File: src/rtl/dm_cache_ctrl.sv
// dm_cache_ctrl: direct-mapped cache controller sequencing hit check,
// dirty writeback, RAM fill and final cache access for a CPU port.
// Ports:
//   clk, rst          clock, synchronous active-high reset
//   cpuReq/We/Flush   CPU request, store select, whole-cache clear
//   cpuAddr/DataIn    CPU address and store data (latched on accept)
//   cpuDataOut/Ready  load result and one-cycle completion pulse
//   busy              high while a request is in flight
//   cacheCntrl/Addr/DataIn  cache command port (00 CLR 01 STATUS
//                           10 READ 11 WRITE)
//   cacheDataOut, isHit, isClean, victimData, victimAddr  cache results
//   ramAddr/DataOut/Re/We, ramDataIn, ramAck  RAM handshake
//   hitCount, missCount  only with CACHE_CTRL_STATS_EN defined
module dm_cache_ctrl #(
  parameter int ramWidth      = 8,
  parameter int addrWidth     = 8,
  parameter int blockAddrBits = 4
) (
  input  logic                 clk,
  input  logic                 rst,
  input  logic                 cpuReq,
  input  logic                 cpuWe,
  input  logic                 cpuFlush,
  input  logic [addrWidth-1:0] cpuAddr,
  input  logic [ramWidth-1:0]  cpuDataIn,
  output logic [ramWidth-1:0]  cpuDataOut,
  output logic                 cpuReady,
  output logic                 busy,
  output logic [1:0]           cacheCntrl,
  output logic [ramWidth-1:0]  cacheAddr,
  output logic [ramWidth-1:0]  cacheDataIn,
  input  logic [ramWidth-1:0]  cacheDataOut,
  input  logic                 isHit,
  input  logic                 isClean,
  input  logic [ramWidth-1:0]  victimData,
  input  logic [addrWidth-1:0] victimAddr,
  output logic [addrWidth-1:0] ramAddr,
  output logic [ramWidth-1:0]  ramDataOut,
  output logic                 ramRe,
  output logic                 ramWe,
  input  logic [ramWidth-1:0]  ramDataIn,
  input  logic                 ramAck
`ifdef CACHE_CTRL_STATS_EN
  ,
  output logic [15:0]          hitCount,
  output logic [15:0]          missCount
`endif
);

  if (addrWidth != ramWidth ||
      blockAddrBits >= addrWidth) begin : g_bad_cfg
    $error("dm_cache_ctrl: bad parameters");
  end

  typedef enum logic [2:0] {
    IDLE, FLUSH, CHECK, WB,
    FILL, FILLWR, ACCESS, DONE
  } state_e;

  localparam logic [1:0] CMD_CLR    = 2'b00;
  localparam logic [1:0] CMD_STATUS = 2'b01;
  localparam logic [1:0] CMD_READ   = 2'b10;
  localparam logic [1:0] CMD_WRITE  = 2'b11;

  state_e               state_q, state_d;
  logic [addrWidth-1:0] addr_q, addr_d;
  logic                 we_q, we_d;
  logic [ramWidth-1:0]  wdata_q, wdata_d;
  logic                 flushPh_q, flushPh_d;
  logic [1:0]           cmd_q, cmd_d;
  logic [ramWidth-1:0]  cdin_q, cdin_d;
  logic [ramWidth-1:0]  dout_q, dout_d;
  logic                 ready_q, ready_d;
  logic                 busy_q, busy_d;
  logic                 ramRe_q, ramRe_d;
  logic                 ramWe_q, ramWe_d;
  logic [addrWidth-1:0] ramAddr_q, ramAddr_d;
  logic [ramWidth-1:0]  ramDout_q, ramDout_d;

  always_comb begin
    state_d   = state_q;
    addr_d    = addr_q;
    we_d      = we_q;
    wdata_d   = wdata_q;
    flushPh_d = 1'b0;
    cmd_d     = CMD_READ;
    cdin_d    = cdin_q;
    dout_d    = dout_q;
    ready_d   = 1'b0;
    ramRe_d   = 1'b0;
    ramWe_d   = 1'b0;
    ramAddr_d = ramAddr_q;
    ramDout_d = ramDout_q;

    unique case (state_q)
      IDLE: begin
        if (cpuFlush) begin
          state_d = FLUSH;
        end else if (cpuReq) begin
          addr_d  = cpuAddr;
          we_d    = cpuWe;
          wdata_d = cpuDataIn;
          state_d = CHECK;
        end
      end
      // CLR cycle, then one settle cycle so the
      // clear has landed before completion.
      FLUSH: begin
        if (!flushPh_q) flushPh_d = 1'b1;
        else            state_d   = DONE;
      end
      CHECK: begin
        if (isHit) begin
          state_d = ACCESS;
        end else if (!isClean) begin
          state_d   = WB;
          ramAddr_d = victimAddr;
          ramDout_d = victimData;
        end else if (!we_q) begin
          state_d   = FILL;
          ramAddr_d = addr_q;
        end else begin
          state_d = ACCESS;
        end
      end
      WB: begin
        if (ramAck) begin
          if (we_q) begin
            state_d = ACCESS;
          end else begin
            state_d   = FILL;
            ramAddr_d = addr_q;
          end
        end
      end
      FILL: begin
        if (ramAck) begin
          cdin_d  = ramDataIn;
          state_d = FILLWR;
        end
      end
      FILLWR: state_d = ACCESS;
      ACCESS: begin
        if (!we_q) dout_d = cacheDataOut;
        state_d = DONE;
      end
      DONE: state_d = IDLE;
      default: state_d = IDLE;
    endcase

    // Outputs are registered, so decode the state being entered.
    unique case (state_d)
      FLUSH:  cmd_d   = flushPh_d ? CMD_READ : CMD_CLR;
      CHECK:  cmd_d   = CMD_STATUS;
      WB:     ramWe_d = 1'b1;
      FILL:   ramRe_d = 1'b1;
      FILLWR: cmd_d   = CMD_WRITE;
      ACCESS: begin
        if (we_q) begin
          cmd_d  = CMD_WRITE;
          cdin_d = wdata_q;
        end
      end
      DONE:   ready_d = 1'b1;
      default: ;
    endcase

    busy_d = (state_d != IDLE);
  end

  always_ff @(posedge clk) begin
    if (rst) begin
      state_q   <= IDLE;
      addr_q    <= '0;
      we_q      <= 1'b0;
      wdata_q   <= '0;
      flushPh_q <= 1'b0;
      cmd_q     <= CMD_READ;
      cdin_q    <= '0;
      dout_q    <= '0;
      ready_q   <= 1'b0;
      busy_q    <= 1'b0;
      ramRe_q   <= 1'b0;
      ramWe_q   <= 1'b0;
      ramAddr_q <= '0;
      ramDout_q <= '0;
    end else begin
      state_q   <= state_d;
      addr_q    <= addr_d;
      we_q      <= we_d;
      wdata_q   <= wdata_d;
      flushPh_q <= flushPh_d;
      cmd_q     <= cmd_d;
      cdin_q    <= cdin_d;
      dout_q    <= dout_d;
      ready_q   <= ready_d;
      busy_q    <= busy_d;
      ramRe_q   <= ramRe_d;
      ramWe_q   <= ramWe_d;
      ramAddr_q <= ramAddr_d;
      ramDout_q <= ramDout_d;
    end
  end

  assign cpuDataOut  = dout_q;
  assign cpuReady    = ready_q;
  assign busy        = busy_q;
  assign cacheCntrl  = cmd_q;
  assign cacheAddr   = addr_q;
  assign cacheDataIn = cdin_q;
  assign ramAddr     = ramAddr_q;
  assign ramDataOut  = ramDout_q;
  assign ramRe       = ramRe_q;
  assign ramWe       = ramWe_q;

`ifdef CACHE_CTRL_STATS_EN
  logic [15:0] hit_q, miss_q;

  always_ff @(posedge clk) begin
    if (rst || (state_q == FLUSH && state_d == DONE)) begin
      hit_q  <= '0;
      miss_q <= '0;
    end else if (state_q == CHECK) begin
      if (isHit && hit_q != 16'hFFFF)
        hit_q <= hit_q + 16'd1;
      if (!isHit && miss_q != 16'hFFFF)
        miss_q <= miss_q + 16'd1;
    end
  end

  assign hitCount  = hit_q;
  assign missCount = miss_q;
`endif

endmodule
File: config.mk
export PLATFORM = sky130hd
export DESIGN_NAME = dm_cache_ctrl
export DESIGN_NICKNAME = d
export VERILOG_FILES = /design/src/rtl/dm_cache_ctrl.sv
export SDC_FILE = /design/constraint.sdc
export NUM_CORES = 1
export LEC_CHECK = 0
export CAP_MARGIN = 20
export CELL_PAD_IN_SITES_DETAIL_PLACEMENT = 1
export CELL_PAD_IN_SITES_GLOBAL_PLACEMENT = 1
export CORE_UTILIZATION = 31
export DETAILED_ROUTE_END_ITERATION = 6
export PLACE_DENSITY_LB_ADDON = 0.1
export SETUP_SLACK_MARGIN = 0.3
export SLEW_MARGIN = 20
export SYNTH_ARGS = -nofsm -noshare
export SYNTH_HDL_FRONTEND = slang
export SYNTH_SLANG_ARGS = --single-unit
File: constraint.sdc
create_clock -name clk -period 2.2 [get_ports clk]
set_input_delay 0.44 -clock clk [delete_from_list [all_inputs] [get_ports clk]]
set_output_delay 0.44 -clock clk [all_outputs]
set_load 0.01 [all_outputs]
==> results of run 1 <==
## cells by family after synthesis
group                  share of synthesized area, %
muxes                                          6.34
buffers and inverters                          5.20
and+or+nand+nor                                19.4
AOI/OAI and AO/OA                              22.3
DFF                                            46.8
## how the worst max path moves through the flow
| stage | start | endpoint | slack, ns | depth (start not counted) |
|---|---|---|---|---|
| after floorplan | state_q[0] | cacheCntrl[0] | 0.43 | 7 |
| after global placement | cpuReq | cacheDataIn[0] | -0.17 | 6 |
| after detailed placement | cpuReq | cacheDataIn[1] | -0.23 | 6 |
| after CTS | isHit | cacheDataIn[1] | 0.32 | 8 |
| after global routing | state_q[0] | cacheDataIn[1] | 0.29 | 6 |
| final | state_q[0] | cacheDataIn[1] | 0.34 | 6 |
## critical path: cells and delay by family (launching register included)
kind	cells	cell delay, ns
simple gates	1	0.56
compound gates	4	0.59
flops	1	0.40
buf+inv	1	0.19
## power groups by stage
stage / Clock [mW] / Sequential (mW) / Combinational [mW]
finish: 0.850 / 1.28 / 1.01
detailed placement: 0 / 1.29 / 0.953
CTS: 0.876 / 1.28 / 1.02
floorplan: 0 / 1.29 / 0.498
global placement: 0 / 1.29 / 0.941
global route: 0.935 / 1.30 / 1.10
## stage by stage
stage	instances	worst slack [ns]	setup TNS [ns]	utilization [%]	power, mW
after global routing	503	0.286	0	52.0	3.33
final	503	0.340	0	52.0	3.14
after CTS	503	0.319	0	51.7	3.17
after floorplan	277	0.427	0	-	1.79
after detailed placement	485	-0.225	-1.85	47.8	2.25
after global placement	485	-0.171	-1.49	47.8	2.23
## flip-flops by register name, indices dropped and copies added (netlist names)
signal and cells:
state_q 3, ramDataOut 8, flushPh_q 1, ramRe 1, cacheAddr 8, ramWe 1, cpuReady 1, cacheDataIn 8
wdata_q 8, cacheCntrl 2, we_q 1, busy 1, ramAddr 8, cpuDataOut 8
## cells in the final DEF (no fill, tap or decap), types with 3 or more instances in the layout
master,n
a21oi_2,9
clkbuf_8,9
mux2i_1,16
clkinvlp_4,3
or3_1,8
clkdlybuf4s50_1,96
nand2_1,47
and2_1,3
o21ai_0,11
a21oi_1,36
o31ai_4,8
buf_4,20
nand3_1,9
nor2_1,15
dfxtp_1,57
a211oi_1,8
## what timing repair did
item,CTS,global route
setup endpoints to repair,9,12
setup buffers,1,0
gates cloned,1,0
resized for setup,22,7
pin swaps,4,2
## metal layers
layer	track usage (%)	share of wire, %
met5	0	0
met4	5.47	0.88
met3	3.73	4.3
met2	32.8	49
met1	23.5	45
## area by class of cell
class	count	area [sq um]	share of cell area, %
clock buffer	10	128	3.15
clock inverter	6	42.5	1.05
inverter	3	15.0	0.370
multi-input combinational	199	1350	33.2
sequential	59	1190	29.2
tap	102	128	3.15
timing repair buffer	124	1210	29.8
==> summary.txt, run 1 <==
RSZ-0062 raised after global routing = yes
Clock Latency Late Sink = 0.33 ns
layout cells sized above 1 = 19.0%
cell area after layout = 4060 sq um
register area share after synthesis = 46.8%
Area Overhead vs Synth = 60.6%
final hold vios = 0
Max Cap Viol = 0
CP peak stage delay = 0.56 ns
Vias = 2,412
Critical Path RT = 2.41 ns
critical path, cell by cell = or4b_4, a21oi_4, o32ai_4, buf_12, o31ai_4, a21oi_2
Arr. time, crit path = 2.07 ns
Hold Path Sink = ramDataOut[2]
Iter 0 DRT Violations = 85
drt first pass iters = 4
Max Slew Vio Count = 0
cell leakage power = 1.41 nW
die height = 92.3 um
global placement routability congestion = 0.750
final net count = 452
Async SR Flop Fraction = 0%
hold slack final = 0.454 ns
aggregate global-route resource usage = 18.9%
most common cell in the netlist = dfxtp_1
worst clock skew = 0.0111 ns
Synth top area share = 46.8%
Distinct cells, synth = 43
first-pass GRT wire length = 12,500 um
final period utilization = 84.6%
Starting Density = 32.4%
EDFF count, synth = 0
Yosys reg bits = 59
Max Fclk = 538 MHz
Num CTS Buffers = 9
RR Startpoint = state_q[0]
Post-Route WL = 7510 um
# IOs = 102
Syn Area/Cell = 9.12 sq um
Sink Count = 59
# diodes = 0
post-DR vias/cell = 4.80
Crit Reg-Reg Endpoint = cacheDataIn[1]
Synth top cells by count = dfxtp_1 (59), nand2_1 (47), a21oi_1 (36)
ANT nets after route = 0
status = finished, final reports clean
post-synth top area cell = dfxtp_1
R2R Setup Slk = 0.34 ns
Port Buffers = 101
P_sw = 1.03 mW
IR drop worst, VDD = 0.376 mV
Clock power frac = 27.1%
Die Area = 8510 sq um
top post-synthesis cells by area = dfxtp_1 (47%), a21oi_1 (7.1%), nand2_1 (7.0%)
Die X = 92.3 um
residual DRC count = 0
global route overflow = 0
number of global-route vias before repair = 2,509
Gate power share = 32.2%
DP Wirelength = 5340 um
final setup fails = 0
Min-Delay Startpoint = ramDataOut[2]
FF-to-FF path depth = 6
Reg power frac = 40.8%
Switching Share = 32.7%
CTS tree = built
hold_buf cts = 0
layout filler cell count = 884
CORE AREA = 7810 sq um
WHS Path Cells = 2
Root Buffer = clkbuf_8
routed len/inst = 14.9 um
worst slew pin tran = 0.465 ns
Mapped Area = 2530 sq um
Rows = 32
HP Class = flip-flop to flip-flop
Rel. slew slack = 69.0%
pwr/cell area = 774 nW/um^2
worst-path fanout max = 14
Max stage delay cell, worst path = or4b_4
initial antenna violation count = 0
synth warn = 0
Final min period = 1.86 ns
Worst-path clk slew = 0.07 ns
largest net degree at the start of global routing = 23
critical path type = flip-flop to flip-flop
Cell Int Power = 2.12 mW
ys flop type = dfxtp_1
dpl cell area = 3730 sq um
htree depth = 3
post-synthesis net count = 333
CP endpoint kind = flip-flop
Mapped Cells = 277
CP Launch Type = flip-flop
Clock Path Buffers = 2
Power figures use the tool's default switching activity.
==> run 2: changes to the inputs <==
--- a/config.mk
+++ b/config.mk
@@ -8,7 +8,7 @@
 export CAP_MARGIN = 20
 export CELL_PAD_IN_SITES_DETAIL_PLACEMENT = 1
 export CELL_PAD_IN_SITES_GLOBAL_PLACEMENT = 1
-export CORE_UTILIZATION = 31
+export CORE_UTILIZATION = 28
 export DETAILED_ROUTE_END_ITERATION = 6
 export PLACE_DENSITY_LB_ADDON = 0.1
 export SETUP_SLACK_MARGIN = 0.3
==> constraint.sdc (replaced) <==
create_clock -name clk -period 1.65 [get_ports clk]
set_input_delay 0.33 -clock clk [delete_from_list [all_inputs] [get_ports clk]]
set_output_delay 0.33 -clock clk [all_outputs]
set_load 0.01 [all_outputs]
==> summary.txt, run 2 (synthesis gave the netlist of run 1 again) <==
Final min period = 1.76 ns (-0.104 ns)
commonest non-fill, non-tap cells in the layout = dfxtp_1 (56), clkdlybuf4s50_1 (49), dlygate4sd2_1 (47)
Die X = 97.0 um (+5.1%)
critical path, cell by cell = or4b_4, a21oi_4, o32ai_4, buf_6, o31ai_2, a21oi_2
final setup fails = 9 (+9)
Vias = 2,577 (+6.8%)
Worst Path Buf+Inv = 1 (unchanged)
Post-Route WL = 8690 um (+16%)
Clock Latency Late Sink = 0.33 ns (about the same)
Max Cap Viol = 0 (unchanged)
number of global-route vias before repair = 2,751 (+9.6%)
CP Launch Type = flip-flop
FF-to-FF path depth = 6 (unchanged)
Rel. slew slack = 63.4% (-5.6 points)
failing checks = negative setup slack
Max Fclk = 569 MHz (+5.9%)
Root Buffer = clkbuf_8
Worst-path clk slew = 0.07 ns (about the same)
die height = 97.0 um (+5.1%)
IR drop worst, VDD = 0.417 mV (+11%)
Die Area = 9410 sq um (+10%)
CTS tree = built
final hold vios = 0 (unchanged)
WHS Path Cells = 2 (unchanged)
first-pass GRT wire length = 14,000 um (+13%)
critical path type = flip-flop to flip-flop
Min-Delay Startpoint = rst
# IOs = 102 (unchanged)
Critical Path RT = 1.87 ns (-0.54 ns)
CP startpoint = state_q[0]
family with the most delay on the worst path = simple AND/OR/NAND/NOR gates
Max stage delay cell, worst path = or4b_4
CP peak stage delay = 0.55 ns (about the same)
global placement routability congestion = 0.741 (-1.2%)
commonest non-fill, non-tap cell in the layout = dfxtp_1
Num CTS Buffers = 9 (unchanged)
Starting Density = 29.0% (-3.4 points)
Port Buffers = 101 (unchanged)
worst setup margin = -0.106 ns (-0.446 ns)
DP Wirelength = 5760 um (+7.8%)
Max Slew Vio Count = 0 (unchanged)
Clock Path Buffers = 2 (unchanged)
Post-Layout Cell Count = 536 (+6.6%)
global route overflow = 0 (unchanged)
largest net degree at the start of global routing = 23 (unchanged)
Worst path depth = 6 (unchanged)
cell leakage power = 1.83 nW (+29%)
Rows = 34 (+6.3%)
hold slack final = 0.329 ns (-0.125 ns)
RR Startpoint = state_q[0]
Placed Cells = 508 (+4.7%)
pwr/cell area = 1100 nW/um^2 (+41%)
status = finished with violations
Area Overhead vs Synth = 77.5%
Iter 0 DRT Violations = 34 (-60%)
routed len/inst = 16.2 um (+8.6%)
worst-path fanout max = 8 (-6)
HP Class = primary input to flip-flop
RSZ-0062 raised after global routing = yes
final net count = 479 (+6.0%)
initial antenna violation count = 0 (unchanged)
Sink Count = 59 (unchanged)
drt first pass iters = 4 (unchanged)
final period utilization = 106% (+22 points)
aggregate global-route resource usage = 18.7% (-0.14 points)
residual DRC count = 0 (unchanged)
worst clock skew = 0.00580 ns (-0.00534 ns)
# diodes = 0 (unchanged)
htree depth = 3 (unchanged)
worst slew pin tran = 0.545 ns (+0.0805 ns)
post-DR vias/cell = 4.81 (+0.26%)
ANT nets after route = 0 (unchanged)
CORE AREA = 8720 sq um (+12%)
CP endpoint kind = flip-flop
Arr. time, crit path = 1.97 ns (-0.10 ns)
layout cells sized above 1 = 31.1% (+12 points)
## run 2: changes by cell type in the layout (fill, tap and decap cells not counted), moves of 9 or more
| cell | change |
|---|---|
| a21oi_1 | -10 |
| buf_4 | +12 |
| buf_6 | +11 |
| a21oi_2 | +9 |
| clkdlybuf4s50_1 | -47 |
| dlygate4sd2_1 | +45 |
## run 2: per-stage QoR
stage	setup slack, ns	TNS [ns]	utilization, %	area [sq um]	total power [mW]
after CTS	-0.0913	-1.23	49.2	4290	4.74
after global routing	-0.141	-1.57	51.4	4480	5.16
after detailed placement	-0.656	-13.47	44.9	3910	3.20
after floorplan	-0.123	-1.10	-	2570	2.44
after global placement	-0.607	-11.09	44.9	3910	3.17
final	-0.106	-0.732	51.4	4480	4.91
## run 2: path summary, 6_finish.rpt
kind,end,slack (ns)
hold / removal,state_q[1],0.33
hold reg to reg,ramDataOut[2],0.45
setup reg to reg,cacheDataIn[5],-0.11
setup / recovery,cacheDataIn[5],-0.11
## run 2: layout make-up
type | count | area [sq um]
Sequential cell | 59 | 1190
Clock buffer | 15 | 176
Fill cell | 987 | 4240
Inverter | 3 | 11.3
Timing Repair Buffer | 152 | 1460
Tap cell | 108 | 135
Clock inverter | 1 | 30.0
Multi-Input combinational cell | 198 | 1480
## run 2: routing by layer
layer  vias to the layer above  share of wire, %  global-route usage [%]
li1                       1269                 -                       -
met1                      1236                46                    23.5
met2                        64                49                    31.4
met3                         8               4.2                    4.19
met4                         0               1.3                    6.89
met5                         -                 0                       0
## run 2: report_power, final
part / total, mW / switching (mW) / leakage, nW / internal [mW]
Sequential: 1.69 / 0.106 / 0.481 / 1.58
Clock: 1.40 / 0.570 / 0.104 / 0.825
Combinational: 1.83 / 0.852 / 1.24 / 0.978
## run 2: what timing repair did
action,CTS,global route
endpoints found under the hold margin,0,0
setup buffers,6,5
setup endpoints to repair,103,61
gates cloned,1,0
pin swaps,3,8
hold buffers,0,0
resized for setup,87,45
